### config.mk
export PLATFORM = sky130hd
export DESIGN_NAME = ifetch_seq
export DESIGN_NICKNAME = d
export VERILOG_FILES = /design/src/rtl/ifetch_seq.sv
export SDC_FILE = /design/constraint.sdc
export NUM_CORES = 1
export LEC_CHECK = 0
export ABC_AREA = 1
export BUFFER_PORTS_ARGS = -buffer_cell sky130_fd_sc_hd__buf_2
export CAP_MARGIN = 20
export CORE_MARGIN = 3
export CORE_UTILIZATION = 50
export CTS_BUF_LIST = sky130_fd_sc_hd__clkbuf_4
export CTS_CLUSTER_SIZE = 25
export DETAILED_ROUTE_END_ITERATION = 12
export PLACE_DENSITY_LB_ADDON = 0.1
export REMOVE_ABC_BUFFERS = 1
export SYNTH_ARGS = -nofsm -noshare
export SYNTH_HDL_FRONTEND = slang
export SYNTH_SLANG_ARGS = --single-unit
### constraint.sdc
create_clock -name clock -period 4 [get_ports clock]
set_clock_uncertainty 0.05 [all_clocks]
set_input_delay 0.4 -clock clock [delete_from_list [all_inputs] [get_ports clock]]
set_output_delay 0.4 -clock clock [all_outputs]
set_load 0.05 [all_outputs]
### src/rtl/ifetch_seq.sv
`default_nettype none
// ============================================================================
// Module      : ifetch_seq
// Description : Instruction-fetch stage. Holds the PC, fetches from a
//               wait-stated instruction ROM over a req/ready handshake,
//               presents each instruction for one execute cycle, then
//               computes the next PC from jump/branch controls. Misaligned
//               jump-register targets raise a sticky fault and halt.
// Revision    : 1.0 - initial release
// ============================================================================
module ifetch_seq #(
    parameter logic [31:0] RESET_PC = 32'h0000_0000,
    parameter int          ADDR_W   = 14
) (
    input  logic              clock,
    input  logic              reset,
    output logic              imem_req,
    output logic [ADDR_W-1:0] imem_addr,
    input  logic              imem_ready,
    input  logic [31:0]       imem_rdata,
    output logic [31:0]       Instruction,
    output logic [31:0]       opcplus4,
    output logic              instr_valid,
    input  logic [31:0]       Add_result,
    input  logic [31:0]       Read_data_1,
    input  logic              Zero,
    input  logic              Branch,
    input  logic              nBranch,
    input  logic              Jmp,
    input  logic              Jal,
    input  logic              Jr,
    output logic              fetch_fault,
    output logic [31:0]       retired_count
);

    typedef enum logic [1:0] {
        ST_FETCH = 2'd0,
        ST_EXEC  = 2'd1,
        ST_FAULT = 2'd2
    } state_t;

    state_t      r_state;
    logic [31:0] r_pc;
    logic [31:0] w_next_pc;
    logic        w_jr_fault;

    // Handshake/valid are gated by reset so nothing is issued while held.
    assign imem_req    = (r_state == ST_FETCH) & ~reset;
    assign instr_valid = (r_state == ST_EXEC)  & ~reset;
    assign imem_addr   = r_pc[ADDR_W+1:2];
    assign opcplus4    = r_pc + 32'd4;

    // A JR to a non-word-aligned target is fatal; the PC is never loaded with it.
    assign w_jr_fault  = Jr & (Read_data_1[1:0] != 2'b00);

    // Next-PC selection: JR over J/JAL over taken branch over sequential.
    always_comb begin
        w_next_pc = opcplus4;
        if (Jr) begin
            w_next_pc = Read_data_1;
        end else if (Jmp | Jal) begin
            w_next_pc = {opcplus4[31:28], Instruction[25:0], 2'b00};
        end else if ((Branch & Zero) | (nBranch & ~Zero)) begin
            w_next_pc = Add_result;
        end
    end

    // Fetch/execute sequencer with PC, instruction latch, fault and retire count.
    always_ff @(posedge clock) begin
        if (reset) begin
            r_pc          <= RESET_PC;
            r_state       <= ST_FETCH;
            Instruction   <= 32'h0;
            fetch_fault   <= 1'b0;
            retired_count <= 32'h0;
        end else begin
            case (r_state)
                ST_FETCH: begin
                    if (imem_ready) begin
                        Instruction <= imem_rdata;
                        r_state     <= ST_EXEC;
                    end
                end
                ST_EXEC: begin
                    if (w_jr_fault) begin
                        fetch_fault <= 1'b1;
                        r_state     <= ST_FAULT;
                    end else begin
                        r_pc          <= w_next_pc;
                        retired_count <= retired_count + 32'd1;
                        r_state       <= ST_FETCH;
                    end
                end
                default: begin
                    // Halted until reset; everything holds.
                    r_state <= ST_FAULT;
                end
            endcase
        end
    end

endmodule
`default_nettype wire

# Yosys cells after proc, flatten, opt, wreduce, memory -nomap -nowiden
# Cells that the tools add are included.
[totals] reg_bits=99 out_inout_bits=113 wordCells=30
[classes] add_sub_neg=2 n_eq_ne=2 muxes=6 bitwise=10 reduce_logical=5
[ops] op="2-to-1 mux 32 bit" n=3
[ops] op="adder 32 x 1 -> 32 bit, second input constant" n=1
[ops] op="adder 32 x 3 -> 32 bit, second input constant" n=1
[ops] op="AND reduction 2 bit" n=3
[ops] op="AND 1 bit" n=5
[ops] op="2-to-1 mux 2 bit" n=2
[ops] op="one-hot mux 2 bit (2 select lines)" n=1
[ops] op="NOT 1 bit" n=3
[ops] op="equality test 2 x 1 -> 1 bit, second input constant" n=1
[ops] op="zero test 2 bit" n=1
[ops] op="!= test 2 bit, second input constant" n=1
[ops] op="OR 1 bit" n=2
[ops] op="nonzero test 2 bit" n=1

# Logic depth before layout (Yosys ltp)
[depth] ltp_word=6 depth_mapped=12 mapped_depth_nobuf=12

# Worst setup path before layout
# Ideal clock, no wire load.
[synth_timing] path_kind="register -> output" from="reg r_pc[2]" to="out opcplus4[28]" arrival_ns=1.932 required_time_ns=3.550 slack_ns=1.618 path_stages_with_launch=8 path_buffers=0 cell_sequence="dfxtp_1 > ha_1 > nand2_2 > nor2_8 > nand2_4 > nor2_2 > nand3_1 > xor2_1"
[synth_via] elab_chain_cells=1
[synth_rtl] item="from (decl)" line_no="43" source="logic [31:0] r_pc;"
[synth_rtl] item="from (signal assigned)" line_no="89" source="r_pc <= w_next_pc;"
[synth_rtl] item="adder 32 x 3 -> 32 bit" line_no="51" source="assign opcplus4 = r_pc + 32'd4;"
[synth_rtl] item="to (decl)" line_no="22" source="output logic [31:0] opcplus4,"
# No other way between the ends.

# Worst setup path in the final report
# Ends and elaborated chain as after synthesis.

==> impl_results.md <==
* Vias/cell at 5.12
* Clock buffer depth at 2
* Int Pwr at between 1 and 1.5 mW
* Met1 Wirelength at 9110 um
* Syn. warnings at 0
* First-pass GRT wire length at between 30,000 and 40,000 um
* Placement Rows at 40
* Switching Share at 35.3%
* Psw at 789 uW
* Reg clk slew, reported paths at 0.16 ns
* Final Hold Vio Count at 0
* Worst setup SP type: flip-flop
* Fmax at about 350 MHz
* Vias in the first global route at 6,211
* Core area at 12,100 um2
* HP Class: in2reg
* Clock sink count at 99
* Hold path endpoint: Instruction[0]$_SDFFE_PP0P_
* Netlist cell types at 39
* Detail Route Antenna Nets at 0
* Clk pwr share at 27.5%
* Worst-path fanout max at 6
* Pin count of the biggest net entering global routing at 58
* Final worst path period share at 70.7%
* Slowest Stage Delay on Critical Path at approximately 0.48 ns
* # hold bufs at CTS at 0
* Endpoint type of the worst setup path: primary output
* Reg2Reg Setup Slack at a little under 2 ns
* Post-CTS Setup Repair Bufs at 0
* Comb pwr share at 24.3%
* Wire per inst at between 10 and 15 um
* Clk Latency, worst-skew pair at between 0.4 and 0.5 ns
* Total GRT Usage at 27.7%
* Syn_area_per_cell at ~6.4 um2
* Setup TNS at 0 ns
* Peak supply drop at 0.000220 V
* Layout cells sized above 1 at 26.4%
* TritonCTS buffer count at 9
* P per Cell Area at ~300 nW/um2
* FF-to-FF End: retired_count[19]$_SDFFE_PP0P_
* Diodes inserted at 0
* Register share of total power at 48.2%
* Metal2 WL at 8520 um
* Clock root buffer: clkbuf_4
* DR pass1 iterations at 5
* DR DRC count at 0
* Reg2reg path depth at 10
* Outcome: completed
* Worst-margin pin slew at 0.953 ns
* Worst slew margin at 36.0%
* Fin nets at 1,261
* CTS tree: done
* Hold Crit Start: imem_rdata[0]
* Total power draw at between 2 and 2.5 mW
* Die width at about 120 um
* Critical R2R Launch: r_state[0]$_SDFFE_PP0P_
* Seq cells post-synth at 99
* Critical path cell sequence: ha_1 -> nand2_2 -> nor2_8 -> nand2_4 -> nor2_2 -> nand3_1 -> xor2_1 -> buf_2
* # H-tree levels at 3
* Cts repair resizes at 0
* Top sig layer: met4
* Worst path arrival time at 2.38 ns
* Routed wl met3 at approximately 1600 um
* Remaining Overflow, GRT at 0
* RSZ-0062 raised after global routing: no
* Number of max-cap violations at 0
* GPL Wtd Cong at 0.920
* Dpl hpwl at 14,400 um
* Finish-stage setup viols at 0
* I/O pins at 218
* Final slew viol count at 0
* Sequential fraction of the synthesis area at 31.8%
* Routed WL at 19,600 um
* Core Util, Final at between 60 and 70%
* Critical-path top delay cell: dfxtp_1
* Die area at 13,800 um2
* Die height at about 120 um
* Initial Util at 51.4%
* Worst Hold Depth at 3
* Fin crit period at ~2.8 ns
* Initial DRC Count at 569
* Fin Hold WS at 0.104 ns
* Setup CP Type: reg2out
* Mapped cell area at 6220 um2
* PortBufs at 217
* DR vias at 6,784
* Syn Inst Count at 974
* Syn-to-layout area delta at 19.1%
* Critical path required time at 3.55 ns
* Initial antenna violation count at 0
* Leak Pwr at 3.55 nW
[how the worst max path moves through the flow]
| stage | depth (start not counted) | endpoint | start |
|---|---|---|---|
| after detailed placement | 4 | r_pc[4]$_SDFFE_PP0P_ | Jr |
| after global placement | 10 | retired_count[25]$_SDFFE_PP0P_ | Jr |
| after floorplan | 9 | r_pc[28]$_SDFFE_PP0P_ | Jal |
| after CTS | 8 | opcplus4[28] | r_pc[2]$_SDFFE_PP0P_ |
| after global routing | 8 | opcplus4[28] | r_pc[2]$_SDFFE_PP0P_ |
| final | 8 | opcplus4[28] | r_pc[2]$_SDFFE_PP0P_ |
[cell usage in the layout, fill, tap and decap left out, drive strengths merged]
cell / count
a211oi: 1
a21oi: 86
and2: 6
buf: 225
bufinv: 2
clkbuf: 11
clkinv: 3
clkinvlp: 1
dfxtp: 99
ha: 2
inv: 80
nand2: 254
nand3: 70
nand3b: 9
nand4: 5
nor2: 186
nor3: 22
nor3b: 3
nor4: 1
o211ai: 5
o21a: 2
o21ai: 63
o21bai: 1
xnor2: 8
xor2: 13
[kinds of logic (layout without fill, tap and decap cells)]
kind of cell | count (synthesis) | after routing | share of synthesized area, %
compound gates | 158 | 158 | 13.7
simple gates | 556 | 556 | 40.5
fa+ha+maj | 2 | 2 | 0.402
flops | 99 | 99 | 31.8
xor+xnor | 21 | 21 | 3.44
buf+inv | 138 | 322 | 10.2
[cell usage after synthesis (all sizes together)]
| library cell | n | area [um2] |
|---|---|---|
| nand2 | 254 | 1040 |
| nor2 | 186 | 843 |
| dfxtp | 99 | 1980 |
| a21oi | 86 | 460 |
| inv | 80 | 300 |
| nand3 | 70 | 350 |
| o21ai | 63 | 323 |
| buf | 30 | 190 |
| clkbuf | 25 | 124 |
| nor3 | 22 | 120 |
| xor2 | 13 | 144 |
| nand3b | 9 | 67.6 |
| xnor2 | 8 | 70.1 |
| and2 | 6 | 38.8 |
| nand4 | 5 | 31.3 |
| o211ai | 5 | 37.5 |
| nor3b | 3 | 22.5 |
| clkinv | 2 | 7.51 |
| ha | 2 | 25.0 |
| o21a | 2 | 15.0 |
| a211oi | 1 | 7.51 |
| dlymetal6s2s | 1 | 12.5 |
| nor4 | 1 | 6.26 |
| o21bai | 1 | 7.51 |
[per-stage QoR]
stage,worst slack (ns),cell area (um2),instances
global route,1.03,7420,1326
finish,1.17,7420,1326
CTS,1.17,7420,1326
global placement,1.76,7260,1311
floorplan,0.996,5900,918
detailed placement,1.70,7260,1311
[sequential cells by signal (all words and copies together), names as in the netlist]
signal / count
r_state: 2
retired_count: 32
fetch_fault: 1
r_pc: 32
Instruction: 32
[cell type report]
class,count,area [um2]
repair buffers,225,1150
clock buffers,11,82.6
well taps,168,210
clock inverters,4,76.3
fillers,1282,4700
multi-input cells,737,3610
flip-flops and latches,99,1980
inverters,82,308
[critical path: cells and delay by family (launching register included)]
family,cells,cell delay [ns]
xor gates and xnor gates,1,0.22
DFF,1,0.48
adders and majority gates,1,0.25
buffers and inverters,1,0.31
and+or+nand+nor,5,0.62
[layer usage]
layer  global-route usage, %  vias to the layer above
met3                    7.02                       25
met5                       0                        -
met1                    37.9                     3014
met2                    43.8                      285
met4                    7.40                        0
li1                        -                     3460
[power by group through the flow]
stage               Sequential [mW]  Clock, mW  Combinational (mW)
floorplan                      1.22          0               0.228
global placement               1.10          0               0.539
detailed placement             1.10          0               0.543
CTS                            1.08      0.625               0.544
global route                   1.09      0.667               0.585
finish                         1.08      0.615               0.543
Note: power is estimated with default switching activity, not from simulation.
